### src/rtl/mc_controller.sv
// Main control FSM for the multicycle RV32I core: sequences the shared ALU, the
// unified memory port and the non-architectural registers through each instruction.
module mc_controller #(
   parameter int STATE_W = 4
) (
   input  logic               clk,
   input  logic               reset,
   input  logic [6:0]         op,
   input  logic [2:0]         funct3,
   input  logic               funct7b5,
   input  logic               zero,
   input  logic               negative,
   input  logic               overflow,
   input  logic               carry,
   input  logic               mem_ready,
   output logic               pc_write,
   output logic               adr_src,
   output logic               ir_write,
   output logic               mem_write,
   output logic               reg_write,
   output logic [1:0]         alu_src_a,
   output logic [1:0]         alu_src_b,
   output logic [1:0]         result_src,
   output logic [1:0]         imm_src,
   output logic [3:0]         alu_control,
   output logic               instr_done,
   output logic               illegal,
   output logic [STATE_W-1:0] state
);

   typedef enum logic [3:0] {
      FETCH    = 4'd0,
      DECODE   = 4'd1,
      MEMADR   = 4'd2,
      MEMREAD  = 4'd3,
      MEMWB    = 4'd4,
      MEMWRITE = 4'd5,
      EXECR    = 4'd6,
      ALUWB    = 4'd7,
      EXECI    = 4'd8,
      JAL      = 4'd9,
      BRANCH   = 4'd10,
      TRAP     = 4'd11
   } state_t;

   typedef enum logic [3:0] {
      ALU_ADD  = 4'b0000,
      ALU_SUB  = 4'b0001,
      ALU_AND  = 4'b0010,
      ALU_OR   = 4'b0011,
      ALU_XOR  = 4'b0100,
      ALU_SLT  = 4'b0101,
      ALU_SLL  = 4'b0110,
      ALU_SRL  = 4'b0111,
      ALU_SLTU = 4'b1000,
      ALU_SRA  = 4'b1001
   } alu_ctl_t;

   localparam logic [6:0] OP_LOAD   = 7'b0000011;
   localparam logic [6:0] OP_STORE  = 7'b0100011;
   localparam logic [6:0] OP_RTYPE  = 7'b0110011;
   localparam logic [6:0] OP_ITYPE  = 7'b0010011;
   localparam logic [6:0] OP_JAL    = 7'b1101111;
   localparam logic [6:0] OP_BRANCH = 7'b1100011;

   state_t     state_q, state_d;
   logic [1:0] alu_op;
   logic       taken;
   logic       br_bad;

   // Branch resolution from the flags of the rs1 - rs2 subtraction done this cycle.
   always_comb begin
      // NOTE: every combinational output gets a default first, so no latch is inferred.
      taken  = 1'b0;
      br_bad = 1'b0;
      case (funct3)
         3'b000:  taken = zero;
         3'b001:  taken = ~zero;
         3'b100:  taken = negative ^ overflow;
         3'b101:  taken = ~(negative ^ overflow);
         3'b110:  taken = ~carry;
         3'b111:  taken = carry;
         default: br_bad = 1'b1;
      endcase
   end

   always_comb begin
      state_d = state_q;
      case (state_q)
         FETCH:    if (mem_ready) state_d = DECODE;
         DECODE: begin
            case (op)
               OP_LOAD, OP_STORE: state_d = MEMADR;
               OP_RTYPE:          state_d = EXECR;
               OP_ITYPE:          state_d = EXECI;
               OP_JAL:            state_d = JAL;
               OP_BRANCH:         state_d = BRANCH;
               default:           state_d = TRAP;
            endcase
         end
         MEMADR:   state_d = op[5] ? MEMWRITE : MEMREAD;
         MEMREAD:  if (mem_ready) state_d = MEMWB;
         MEMWB:    state_d = FETCH;
         MEMWRITE: if (mem_ready) state_d = FETCH;
         EXECR:    state_d = ALUWB;
         EXECI:    state_d = ALUWB;
         ALUWB:    state_d = FETCH;
         JAL:      state_d = ALUWB;
         BRANCH:   state_d = FETCH;
         TRAP:     state_d = TRAP;
         default:  state_d = TRAP;
      endcase
   end

   // NOTE: sequential state uses non-blocking assignment; reset is asynchronous.
   always_ff @(posedge clk or posedge reset) begin
      if (reset) state_q <= FETCH;
      else       state_q <= state_d;
   end

   assign state = STATE_W'(state_q);

   // Moore outputs, qualified only by mem_ready and the branch condition.
   always_comb begin
      pc_write   = 1'b0;
      adr_src    = 1'b0;
      ir_write   = 1'b0;
      mem_write  = 1'b0;
      reg_write  = 1'b0;
      alu_src_a  = 2'b00;
      alu_src_b  = 2'b00;
      result_src = 2'b00;
      alu_op     = 2'b00;
      instr_done = 1'b0;
      illegal    = 1'b0;
      case (state_q)
         FETCH: begin
            alu_src_b  = 2'b10;
            result_src = 2'b10;
            ir_write   = mem_ready;
            pc_write   = mem_ready;
         end
         DECODE: begin
            alu_src_a = 2'b01;
            alu_src_b = 2'b01;
         end
         MEMADR: begin
            alu_src_a = 2'b10;
            alu_src_b = 2'b01;
         end
         MEMREAD:  adr_src = 1'b1;
         MEMWB: begin
            result_src = 2'b01;
            reg_write  = 1'b1;
            instr_done = 1'b1;
         end
         MEMWRITE: begin
            adr_src    = 1'b1;
            mem_write  = 1'b1;
            instr_done = mem_ready;
         end
         EXECR: begin
            alu_src_a = 2'b10;
            alu_op    = 2'b10;
         end
         EXECI: begin
            alu_src_a = 2'b10;
            alu_src_b = 2'b01;
            alu_op    = 2'b10;
         end
         ALUWB: begin
            reg_write  = 1'b1;
            instr_done = 1'b1;
         end
         JAL: begin
            alu_src_a = 2'b01;
            alu_src_b = 2'b10;
            pc_write  = 1'b1;
         end
         BRANCH: begin
            alu_src_a  = 2'b10;
            alu_op     = 2'b01;
            pc_write   = taken;
            illegal    = br_bad;
            instr_done = 1'b1;
         end
         TRAP:    illegal = 1'b1;
         default: illegal = 1'b1;
      endcase
   end

   always_comb begin
      alu_control = ALU_ADD;
      case (alu_op)
         2'b00: alu_control = ALU_ADD;
         2'b01: alu_control = ALU_SUB;
         2'b10: begin
            case (funct3)
               3'b000:  alu_control = (op[5] & funct7b5) ? ALU_SUB : ALU_ADD;
               3'b001:  alu_control = ALU_SLL;
               3'b010:  alu_control = ALU_SLT;
               3'b011:  alu_control = ALU_SLTU;
               3'b100:  alu_control = ALU_XOR;
               3'b101:  alu_control = funct7b5 ? ALU_SRA : ALU_SRL;
               3'b110:  alu_control = ALU_OR;
               default: alu_control = ALU_AND;
            endcase
         end
         default: alu_control = ALU_ADD;
      endcase
   end

   always_comb begin
      case (op)
         OP_STORE:  imm_src = 2'b01;
         OP_BRANCH: imm_src = 2'b10;
         OP_JAL:    imm_src = 2'b11;
         default:   imm_src = 2'b00;
      endcase
   end

endmodule

### config.mk
export PLATFORM = sky130hd
export DESIGN_NAME = mc_controller
export DESIGN_NICKNAME = d
export VERILOG_FILES = /design/src/rtl/mc_controller.sv
export SDC_FILE = /design/constraint.sdc
export NUM_CORES = 1
export LEC_CHECK = 0
export ABC_AREA = 1
export CAP_MARGIN = 10
export CORE_MARGIN = 8
export CORE_UTILIZATION = 39
export DETAILED_ROUTE_END_ITERATION = 12
export PLACE_DENSITY = 0.8
export SETUP_SLACK_MARGIN = 0.5
export SLEW_MARGIN = 20
export SYNTH_ARGS = -nofsm -noshare
export SYNTH_HDL_FRONTEND = slang
export SYNTH_SLANG_ARGS = --single-unit
### constraint.sdc
create_clock -name clk -period 2 [get_ports clk]
set_input_delay 0.5 -clock clk [delete_from_list [all_inputs] [get_ports clk]]
set_output_delay 0.5 -clock clk [all_outputs]
set_load 0.005 [all_outputs]
==> flow_summary.html, run 1 <==
<table>
<tr><th>Metric</th><th>Value</th></tr>
<tr><th colspan="2">Status</th></tr>
<tr><td>Result of the run</td><td>aborted with a tool error</td></tr>
<tr><td>Halt point of the flow</td><td>4_1_cts</td></tr>
<tr><td>First error</td><td>[ERROR DPL-0033] detailed placement checks failed during check placement.</td></tr>
<tr><th colspan="2">Synth</th></tr>
<tr><td>Library cells used by synthesis</td><td>21</td></tr>
<tr><td>Library cell occupying the most area in the post-synthesis netlist</td><td>sky130_fd_sc_hd__nand2_1</td></tr>
<tr><td>Cell count after synthesis</td><td>153</td></tr>
<tr><td>Post-Synthesis Net Count</td><td>173</td></tr>
<tr><td>Post-synthesis sequential element count</td><td>4</td></tr>
<tr><td>Post-Synthesis Cell Area</td><td>763 um2</td></tr>
<tr><td>Proportion of synthesized chip area in sequential cells</td><td>between 10% and 20%</td></tr>
<tr><td>Cell types with the largest area share after synthesis</td><td>sky130_fd_sc_hd__nand2_1 (22%), sky130_fd_sc_hd__nor2_1 (13%), sky130_fd_sc_hd__dfrtp_1 (13%)</td></tr>
<tr><td>Share of the synthesized area in the top cell type</td><td>21.6%</td></tr>
<tr><td>Average cell area after synthesis</td><td>4.99 um2</td></tr>
<tr><td>Yosys synthesis warning count</td><td>0</td></tr>
<tr><th colspan="2">Die</th></tr>
<tr><td>Total number of placement rows</td><td>16</td></tr>
<tr><td>Number of ports placed on the die boundary</td><td>just over 40</td></tr>
<tr><td>Die extent in x</td><td>about 60 um</td></tr>
<tr><td>Die outline height</td><td>60.2 um</td></tr>
<tr><td>Starting utilization of the core area</td><td>40.1%</td></tr>
<tr><th colspan="2">Clock network</th></tr>
<tr><td>Root buf cell</td><td>sky130_fd_sc_hd__clkbuf_4</td></tr>
<tr><td>H-Tree Level Count</td><td>1</td></tr>
<tr><td>Total number of clock tree sinks</td><td>4</td></tr>
<tr><td>Number of cells upsized or downsized after cts</td><td>192</td></tr>
<tr><td>Hold-fix buffers, CTS</td><td>0</td></tr>
<tr><td>Max Buffers Root-to-Sink</td><td>2</td></tr>
<tr><td>Inserted Clock Buffers</td><td>3</td></tr>
<tr><td>Number of setup buffers added after CTS</td><td>27</td></tr>
<tr><th colspan="2">Placement</th></tr>
<tr><td>Number of port buffers</td><td>40</td></tr>
<tr><td>Half-perimeter wire length of the detailed placement result</td><td>2.75 mm</td></tr>
<tr><td>Gp weighted congestion</td><td>0.946</td></tr>
</table>
-- stage by stage --
step | hold WS, ns | setup WS, ns | instances | utilization (%) | area, um2
after floorplan | 0.266 | 0.282 | 153 | - | 851
after detailed placement | 0.702 | -0.757 | 258 | 82.2 | 1560
after global placement | 0.685 | -0.667 | 258 | 82.2 | 1560
-- synthesized netlist by cell type --
| master | count |
|---|---|
| sky130_fd_sc_hd__a31oi_1 | 1 |
| sky130_fd_sc_hd__a21oi_1 | 5 |
| sky130_fd_sc_hd__ha_1 | 2 |
| sky130_fd_sc_hd__nor2_1 | 27 |
| sky130_fd_sc_hd__nand2_2 | 3 |
| sky130_fd_sc_hd__buf_2 | 1 |
| sky130_fd_sc_hd__dfrtp_1 | 4 |
| sky130_fd_sc_hd__a211oi_1 | 2 |
| sky130_fd_sc_hd__o21ai_1 | 2 |
| sky130_fd_sc_hd__xor2_1 | 1 |
| sky130_fd_sc_hd__nor2_2 | 5 |
| sky130_fd_sc_hd__o21ai_0 | 7 |
| sky130_fd_sc_hd__inv_1 | 24 |
| sky130_fd_sc_hd__clkinv_1 | 1 |
| sky130_fd_sc_hd__o211ai_1 | 1 |
| sky130_fd_sc_hd__nand3_1 | 11 |
| sky130_fd_sc_hd__nand4_1 | 1 |
| sky130_fd_sc_hd__inv_2 | 5 |
| sky130_fd_sc_hd__o31ai_1 | 2 |
| sky130_fd_sc_hd__nor3_1 | 4 |
| sky130_fd_sc_hd__nand2_1 | 44 |
-- cells by family after synthesis --
logic type                 Yosys count  share of synthesized area, %
AOI/OAI and AO/OA                   20                          14.9
xor gates and xnor gates             1                          1.15
adders and majority gates            2                          3.28
buffers and inverters               31                          15.4
DFF                                  4                          13.1
and+or+nand+nor                     95                          52.1
==> inputs of run 2 (changes only) <==
Settings changed: CORE_AREA from default to 8 8 69 71, CORE_MARGIN 8 to default, CORE_UTILIZATION 39 to default, DIE_AREA from default to 0 0 77 79, PLACE_DENSITY 0.8 to default, PLACE_DENSITY_LB_ADDON from default to 0.15, SETUP_SLACK_MARGIN 0.5 to default.
==> run 2 against run 1 <==
The flow now finishes, with violations (negative setup slack); area after synthesis unchanged; synthesized cell count unchanged.
==> flow_summary.html, run 2 <==
<table>
<tr><th>Metric</th><th>Value</th></tr>
<tr><th colspan="2">Finish</th></tr>
<tr><td>Fraction of the core area covered by cells at the end of the flow</td><td>45.2%</td></tr>
<tr><td>Largest register FFs</td><td>4</td></tr>
<tr><td>Number of fillers in the final layout</td><td>433</td></tr>
<tr><td>Final #Nets</td><td>267</td></tr>
<tr><td>Commonest non-fill, non-tap cell in the layout</td><td>sky130_fd_sc_hd__buf_4</td></tr>
<tr><td>Most frequent cells in the layout</td><td>sky130_fd_sc_hd__buf_4 (45), sky130_fd_sc_hd__nand2_1 (39), sky130_fd_sc_hd__nor2_1 (20)</td></tr>
<tr><td>Non-filler cells, final</td><td>295</td></tr>
<tr><td>Layout-stage area growth over the synthesis result</td><td>125%</td></tr>
<tr><td>Number of antenna repair diodes</td><td>0</td></tr>
<tr><td>Layout cell share with drive strength beyond 1</td><td>48.2%</td></tr>
<tr><th colspan="2">Global routing</th></tr>
<tr><td>Pin count of the biggest net entering global routing</td><td>6</td></tr>
<tr><td>GRT Overall Usage</td><td>10.7%</td></tr>
<tr><td>Number of antenna violations at the first check in global routing</td><td>0</td></tr>
<tr><td>First-pass GRT wire length</td><td>5.49 mm</td></tr>
<tr><td>Vias in the first global route</td><td>1,285</td></tr>
<tr><td>Total overflow reported by the global router</td><td>0</td></tr>
<tr><th colspan="2">Placement</th></tr>
<tr><td>Half-perimeter wire length of the detailed placement result</td><td>2.56 mm (-7.1%)</td></tr>
<tr><td>Gp weighted congestion</td><td>0.859 (-9.2%)</td></tr>
<tr><td>Setup Slack @ Placement</td><td>-0.670 ns (+0.0868 ns)</td></tr>
<tr><td>Number of port buffers</td><td>40 (unchanged)</td></tr>
<tr><td>Cells after DPL</td><td>282 (+9.3%)</td></tr>
<tr><th colspan="2">Synth</th></tr>
<tr><td>Post-synth EDFFs</td><td>0 (unchanged)</td></tr>
<tr><td>Post-Synthesis Cell Area</td><td>763 um2 (unchanged)</td></tr>
<tr><td>Top cells by instance count after synthesis</td><td>sky130_fd_sc_hd__nand2_1 (44), sky130_fd_sc_hd__nor2_1 (27), sky130_fd_sc_hd__inv_1 (24)</td></tr>
<tr><td>Share of flip-flops with an asynchronous set or reset after synthesis</td><td>100% (unchanged)</td></tr>
<tr><td>Cell count after synthesis</td><td>153 (unchanged)</td></tr>
<tr><td>Post-synthesis sequential element count</td><td>4 (unchanged)</td></tr>
<tr><td>Library cell occupying the most area in the post-synthesis netlist</td><td>sky130_fd_sc_hd__nand2_1</td></tr>
<tr><td>Cell with the most instances after synthesis</td><td>sky130_fd_sc_hd__nand2_1</td></tr>
<tr><td>Commonest register cell after synthesis</td><td>sky130_fd_sc_hd__dfrtp_1</td></tr>
<tr><td>Proportion of synthesized chip area in sequential cells</td><td>13.1% (unchanged)</td></tr>
<tr><td>Post-Synthesis Net Count</td><td>173 (unchanged)</td></tr>
<tr><td>Cell types with the largest area share after synthesis</td><td>sky130_fd_sc_hd__nand2_1 (22%), sky130_fd_sc_hd__nor2_1 (13%), sky130_fd_sc_hd__dfrtp_1 (13%)</td></tr>
<tr><td>Library cells used by synthesis</td><td>21 (unchanged)</td></tr>
<tr><td>Average cell area after synthesis</td><td>4.99 um2 (unchanged)</td></tr>
<tr><td>Share of the synthesized area in the top cell type</td><td>21.6% (unchanged)</td></tr>
<tr><td>Yosys synthesis warning count</td><td>0 (unchanged)</td></tr>
<tr><th colspan="2">Timing</th></tr>
<tr><td>Tightest Pin Transition</td><td>0.285 ns</td></tr>
<tr><td>Fin. max-slew vios</td><td>0</td></tr>
<tr><td>Max frequency</td><td>485 MHz</td></tr>
<tr><td>Final period utilization</td><td>103%</td></tr>
<tr><td>Unrepaired setup endpoints after global routing</td><td>yes</td></tr>
<tr><td>Setup Skew</td><td>0.000895 ns</td></tr>
<tr><td>Worst hold slack across all endpoints</td><td>0.463 ns</td></tr>
<tr><td>Worst relative slew slack</td><td>about four fifths</td></tr>
<tr><td>Time the final worst path needs with I/O delays and setup</td><td>2.06 ns</td></tr>
<tr><td>Final setup violation count</td><td>4</td></tr>
<tr><td>Final Hold Vio Count</td><td>0</td></tr>
<tr><td>Post-layout worst setup margin</td><td>-0.0616 ns</td></tr>
<tr><th colspan="2">Clock network</th></tr>
<tr><td>Root buf cell</td><td>sky130_fd_sc_hd__clkbuf_8</td></tr>
<tr><td>Inserted Clock Buffers</td><td>3 (unchanged)</td></tr>
<tr><td>H-Tree Level Count</td><td>1 (unchanged)</td></tr>
<tr><td>Clock transition at the registers of the reported paths</td><td>0.03 ns</td></tr>
<tr><td>Worst-skew pair later-pin latency</td><td>0.21 ns</td></tr>
<tr><td>Max Buffers Root-to-Sink</td><td>2 (unchanged)</td></tr>
<tr><td>Total number of clock tree sinks</td><td>4 (unchanged)</td></tr>
<tr><td>Clock tree from TritonCTS</td><td>done</td></tr>
<tr><th colspan="2">Power</th></tr>
<tr><td>Power density over cell area</td><td>205 nW/um2</td></tr>
<tr><td>Peak supply drop</td><td>roughly 330 uV</td></tr>
<tr><td>Leakage dissipation</td><td>roughly 0.92 nW</td></tr>
<tr><th colspan="2">Run</th></tr>
<tr><td># Max-Cap Violations</td><td>0</td></tr>
<tr><th colspan="2">Worst setup path</th></tr>
<tr><td>Largest fanout of any net on the critical path</td><td>4</td></tr>
<tr><td>Element type at the critical path start</td><td>register</td></tr>
<tr><td>Delay of the slowest cell on the worst path</td><td>0.45 ns</td></tr>
<tr><td>Worst path arrival time</td><td>1.56 ns</td></tr>
<tr><td>Critical path type</td><td>reg2out</td></tr>
<tr><td>Cell mode on critical path</td><td>sky130_fd_sc_hd__nand2_2</td></tr>
<tr><td>Ordered list of cells on the worst path</td><td>nor2_4, nand2_2, nand2_2, buf_6, ha_4, inv_2, a211oi_2, buf_2</td></tr>
<tr><td>Top Family by Delay on Critical Path</td><td>flip-flops</td></tr>
<tr><td>Sum of buffers and inverters on the critical path</td><td>3</td></tr>
<tr><td>Required arrival time at the worst endpoint</td><td>1.50 ns</td></tr>
<tr><td>Critical Path End Type</td><td>output port</td></tr>
<tr><td>CP max stage cell</td><td>sky130_fd_sc_hd__dfrtp_2</td></tr>
<tr><th colspan="2">Die</th></tr>
<tr><td>Die extent in x</td><td>77 um (+28%)</td></tr>
<tr><td>Number of ports placed on the die boundary</td><td>41 (unchanged)</td></tr>
<tr><td>Starting utilization of the core area</td><td>20.1% (-20 points)</td></tr>
<tr><td>Area of the core</td><td>3800 um2</td></tr>
<tr><td>Total number of placement rows</td><td>23 (+7)</td></tr>
<tr><td>Die outline height</td><td>79 um (+31%)</td></tr>
<tr><td>Die Outline Area</td><td>6080 um2</td></tr>
<tr><th colspan="2">Route</th></tr>
<tr><td>DR DRC count</td><td>0</td></tr>
<tr><td>Routed vias</td><td>1,253</td></tr>
<tr><td>Post-DR wirelength/cell</td><td>11.1 um</td></tr>
<tr><td>Number of vias per cell</td><td>4.25</td></tr>
<tr><td>Post-detailed-route count of antenna-violating nets</td><td>0</td></tr>
<tr><td>Iter 0 DRT Violations</td><td>29</td></tr>
<tr><td>Pre-antenna DRT Iters</td><td>4</td></tr>
<tr><td>Detailed Route WL</td><td>3.26 mm</td></tr>
<tr><th colspan="2">Status</th></tr>
<tr><td>Result of the run</td><td>finished with violations</td></tr>
<tr><td>Violated checks</td><td>negative setup slack</td></tr>
<tr><th colspan="2">Worst hold path</th></tr>
<tr><td>Worst hold path type</td><td>in2async</td></tr>
</table>
run 2: cell type report:
type / count / area [um2] / share of cell area, %
sequential: 4 / 104 / 6.05
tap: 50 / 62.6 / 3.65
inverter: 30 / 113 / 6.56
multi-input combinational: 118 / 688 / 40.1
clock buffer: 3 / 41.3 / 2.41
timing repair buffer: 90 / 707 / 41.2
run 2: worst reg2reg max path, delay by kind of cell, from the launching register on:
| family | cells | cell delay, ns |
|---|---|---|
| AND/OR/NAND/NOR | 6 | 0.46 |
| flip-flops | 1 | 0.40 |
| buffers and inverters | 3 | 0.43 |
| AO/OA/AOI/OAI | 1 | 0.15 |
run 2: where the power goes:
part	total, mW	switching (mW)	internal, mW
registers	0.0815	0	0.0815
logic	0.102	0.0506	0.0513
clock network	0.168	0.0398	0.128
total	0.351	0.0904	0.261
run 2: metrics by stage:
step	setup TNS (ns)	instance area (um2)	power, mW
global route	-0.655	1720	0.376
floorplan	0	763	0.118
detailed placement	-5.15	1520	0.182
finish	-0.177	1720	0.351
CTS	-0.326	1700	0.356
global placement	-5.30	1520	0.183
run 2: path summary, 6_finish.rpt:
check	slack, ns	startpoint	cells after the start	to
setup / recovery	-0.06	state[0]	8	alu_control[3]
hold reg to reg	0.77	state[1]	3	state[1]
min in group clk	0.77	state[1]	3	state[1]
max in group asynchronous	1.38	reset	2	state[2]
setup reg to reg	0.47	state[3]	10	state[0]
hold / removal	0.46	reset	2	state[1]
run 2: routing by layer:
metal / GRT usage (%) / vias to the layer above / wire length, um
met4: 2.26 / 0 / 21
met2: 21.2 / 30 / 1680
met3: 2.37 / 3 / 179
met1: 11.3 / 558 / 1380
met5: 0 / - / 0
li1: - / 662 / -
run 2: cells by family after synthesis:
family | synth area share (%)
compound gates | 14.9
xor+xnor | 1.15
fa+ha+maj | 3.28
buf+inv | 15.4
flops | 13.1
simple gates | 52.1
run 2: timing repair:
action | 4_1_cts | 5_1_grt
setup buffers | 9 | 3
hold buffers | 0 | 0
gates resized for setup | 113 | 21
setup endpoints to repair | 19 | 14
pin swaps | 17 | 9
No activity file was read; power rests on OpenSTA's default activity.
==> inputs of run 3 (changes only) <==
Settings changed: SLEW_MARGIN 20 to default.
==> results of run 3 <==
No change in the layout: final DEF, timing and power equal those of run 2.
==> inputs of run 4 (changes only) <==
Settings changed: PLACE_DENSITY from default to 0.56, PLACE_DENSITY_LB_ADDON 0.15 to default.
==> run 4 against run 3 <==
The run still ends with negative setup slack left; clock skew about the same; worst setup slack lost 0.048 ns; hold slack improved by 0.0077 ns; final cell count increased by 1.7%; largest cell class unchanged.
==> flow_summary.html, run 4 (same netlist as run 2, synthesis figures left out) <==
<table>
<tr><th>Metric</th><th>Value</th></tr>
<tr><th colspan="2">Global routing</th></tr>
<tr><td>Total overflow reported by the global router</td><td>0 (unchanged)</td></tr>
<tr><td>GRT Overall Usage</td><td>10.7% (about the same)</td></tr>
<tr><td>Number of antenna violations at the first check in global routing</td><td>0 (unchanged)</td></tr>
<tr><td>Vias in the first global route</td><td>1,317 (+2.5%)</td></tr>
<tr><td>First-pass GRT wire length</td><td>5.55 mm (+1.1%)</td></tr>
<tr><td>Pin count of the biggest net entering global routing</td><td>8 (+2)</td></tr>
<tr><th colspan="2">Timing</th></tr>
<tr><td>Tightest Pin Transition</td><td>0.273 ns (-0.0124 ns)</td></tr>
<tr><td>Time the final worst path needs with I/O delays and setup</td><td>2.11 ns (+0.0485 ns)</td></tr>
<tr><td>Worst relative slew slack</td><td>81.7% (+0.88 points)</td></tr>
<tr><td>Unrepaired setup endpoints after global routing</td><td>yes</td></tr>
<tr><td>Final setup violation count</td><td>6 (+2)</td></tr>
<tr><td>Post-layout worst setup margin</td><td>-0.110 ns (-0.0485 ns)</td></tr>
<tr><td>Final Hold Vio Count</td><td>0 (unchanged)</td></tr>
<tr><td>Final period utilization</td><td>106% (+2.4 points)</td></tr>
<tr><td>Fin. max-slew vios</td><td>0 (unchanged)</td></tr>
<tr><td>Setup Skew</td><td>0.00119 ns (+0.000296 ns)</td></tr>
<tr><td>Max frequency</td><td>474 MHz (-2.3%)</td></tr>
<tr><th colspan="2">Worst setup path</th></tr>
<tr><td>Largest fanout of any net on the critical path</td><td>3 (-1)</td></tr>
<tr><td>Delay of the slowest cell on the worst path</td><td>0.39 ns (-0.06 ns)</td></tr>
<tr><td>Critical Path End Type</td><td>output port</td></tr>
<tr><td>CP max stage cell</td><td>sky130_fd_sc_hd__dfrtp_1</td></tr>
<tr><td>Worst path arrival time</td><td>1.61 ns (+0.05 ns)</td></tr>
<tr><td>Required arrival time at the worst endpoint</td><td>1.50 ns (about the same)</td></tr>
<tr><td>Ordered list of cells on the worst path</td><td>inv_2, nor2_2, buf_4, inv_4, nor2_4, buf_6, inv_4, ha_4, inv_2, a211oi_2, buf_2</td></tr>
<tr><td>Reg2Reg Depth</td><td>12 (+2)</td></tr>
<tr><td>Element type at the critical path start</td><td>register</td></tr>
<tr><td>Critical path type</td><td>reg2out</td></tr>
<tr><th colspan="2">Clock network</th></tr>
<tr><td>Worst-skew pair later-pin latency</td><td>0.21 ns (about the same)</td></tr>
<tr><td>Max Buffers Root-to-Sink</td><td>2 (unchanged)</td></tr>
<tr><td>Clock tree from TritonCTS</td><td>done</td></tr>
<tr><td>Clock transition at the registers of the reported paths</td><td>0.03 ns (about the same)</td></tr>
<tr><td>Hold-fix buffers, CTS</td><td>0 (unchanged)</td></tr>
<tr><td>H-Tree Level Count</td><td>1 (unchanged)</td></tr>
<tr><td>Total number of clock tree sinks</td><td>4 (unchanged)</td></tr>
<tr><td>Inserted Clock Buffers</td><td>3 (unchanged)</td></tr>
<tr><td>Root buf cell</td><td>sky130_fd_sc_hd__clkbuf_8</td></tr>
<tr><th colspan="2">Die</th></tr>
<tr><td>Die Outline Area</td><td>6080 um2 (unchanged)</td></tr>
<tr><td>Total number of placement rows</td><td>23 (unchanged)</td></tr>
<tr><td>Starting utilization of the core area</td><td>20.1% (unchanged)</td></tr>
<tr><td>Die outline height</td><td>79 um (unchanged)</td></tr>
<tr><td>Die extent in x</td><td>77 um (unchanged)</td></tr>
<tr><td>Number of ports placed on the die boundary</td><td>41 (unchanged)</td></tr>
<tr><td>Area of the core</td><td>3800 um2 (unchanged)</td></tr>
<tr><th colspan="2">Run</th></tr>
<tr><td># Max-Cap Violations</td><td>0 (unchanged)</td></tr>
<tr><th colspan="2">Placement</th></tr>
<tr><td>Number of port buffers</td><td>40 (unchanged)</td></tr>
<tr><td>Setup Slack @ Placement</td><td>-0.707 ns (-0.0372 ns)</td></tr>
<tr><td>Area after DPL</td><td>1540 um2 (+1.5%)</td></tr>
<tr><td>Half-perimeter wire length of the detailed placement result</td><td>2.58 mm (+1.1%)</td></tr>
<tr><td>Gp weighted congestion</td><td>0.944 (+9.8%)</td></tr>
<tr><td>Cells after DPL</td><td>285 (+1.1%)</td></tr>
<tr><th colspan="2">Route</th></tr>
<tr><td>Number of vias per cell</td><td>4.26 (+0.22%)</td></tr>
<tr><td>Detailed Route WL</td><td>3.13 mm (-4.0%)</td></tr>
<tr><td>Iter 0 DRT Violations</td><td>48 (+66%)</td></tr>
<tr><td>DR DRC count</td><td>0 (unchanged)</td></tr>
<tr><td>Routed vias</td><td>1,277 (+1.9%)</td></tr>
<tr><td>Post-DR wirelength/cell</td><td>10.4 um (-5.6%)</td></tr>
<tr><td>Pre-antenna DRT Iters</td><td>5 (+1)</td></tr>
<tr><td>Post-detailed-route count of antenna-violating nets</td><td>0 (unchanged)</td></tr>
<tr><th colspan="2">Finish</th></tr>
<tr><td>Layout cell share with drive strength beyond 1</td><td>48.8% (+0.64 points)</td></tr>
<tr><td>Most frequent cells in the layout</td><td>sky130_fd_sc_hd__buf_4 (50), sky130_fd_sc_hd__nand2_1 (38), sky130_fd_sc_hd__nor2_1 (19)</td></tr>
<tr><td>Number of antenna repair diodes</td><td>0 (unchanged)</td></tr>
<tr><td>Non-filler cells, final</td><td>300 (+1.7%)</td></tr>
<tr><td>Final #Nets</td><td>272 (+1.9%)</td></tr>
<tr><td>Commonest non-fill, non-tap cell in the layout</td><td>sky130_fd_sc_hd__buf_4</td></tr>
<tr><td>Layout-stage area growth over the synthesis result</td><td>133%</td></tr>
<tr><td>Largest register FFs</td><td>4 (unchanged)</td></tr>
<tr><td>Summed area of non-filler cells in the final layout</td><td>1780 um2 (+3.7%)</td></tr>
<tr><th colspan="2">Status</th></tr>
<tr><td>Violated checks</td><td>negative setup slack</td></tr>
<tr><td>Result of the run</td><td>finished with violations</td></tr>
<tr><th colspan="2">Power</th></tr>
<tr><td>Peak supply drop</td><td>287 uV (-13%)</td></tr>
<tr><td>Leakage dissipation</td><td>0.978 nW (+6.4%)</td></tr>
<tr><td>Final Total Pwr</td><td>0.351 mW (-0.17%)</td></tr>
<tr><td>Power density over cell area</td><td>197 nW/um2 (-3.7%)</td></tr>
<tr><th colspan="2">Worst hold path</th></tr>
<tr><td>Worst hold path type</td><td>in2async</td></tr>
</table>
==> run 4: per-stage QoR <==
stage / hold slack, ns / TNS (ns) / utilization, %
final: 0.470 / -0.407 / 46.8
after CTS: 0.470 / -0.465 / 46.1
after global placement: 0.691 / -5.13 / 40.6
after global routing: 0.513 / -1.12 / 46.8
after detailed placement: 0.695 / -5.26 / 40.6
after floorplan: 0.266 / 0 / -
==> run 4: layout make-up <==
| class | count | area, um2 |
|---|---|---|
| inverter | 30 | 119 |
| sequential | 4 | 104 |
| clock buffer | 3 | 41.3 |
| tap | 50 | 62.6 |
| timing repair buffer | 95 | 754 |
| multi-input combinational | 118 | 698 |
| fill | 413 | 2020 |
==> run 4: final timing paths <==
check | start | end | slack [ns]
setup / recovery | state[3] | alu_control[3] | -0.11
hold / removal | reset | state[3] | 0.47
hold reg to reg | state[1] | state[1] | 0.76
setup reg to reg | state[3] | state[0] | 0.44
min in group clk | state[1] | state[1] | 0.76
max in group asynchronous | reset | state[1] | 1.37
==> run 4: timing repair <==
item / CTS / global route
pin swaps: 19 / 6
gates resized for setup: 106 / 23
gates cloned: 0 / 0
endpoints found under the setup margin: 18 / 19
buffers inserted: 12 / 0
==> run 4: worst max-delay path, delay by kind of cell, from the launching register on <==
kind / cells / cell delay, ns
compound gates: 1 / 0.18
fa+ha+maj: 1 / 0.14
buf+inv: 7 / 0.59
flops: 1 / 0.39
simple gates: 2 / 0.07
==> run 4: report_power, final <==
part | switching [mW] | internal, mW | total [mW]
logic | 0.0521 | 0.0534 | 0.105
registers | 0 | 0.0815 | 0.0815
clock network | 0.0360 | 0.128 | 0.164
==> run 4: layer usage <==
metal / up-vias / track usage, % / wire, um / part of all wire (%)
met3: 4 / 2.26 / 144 / 4.6
met1: 571 / 11.7 / 1290 / 41
met4: 0 / 3.21 / 11 / 0.35
li1: 677 / - / - / -
met5: - / 0 / 0 / 0
met2: 25 / 20.3 / 1690 / 54
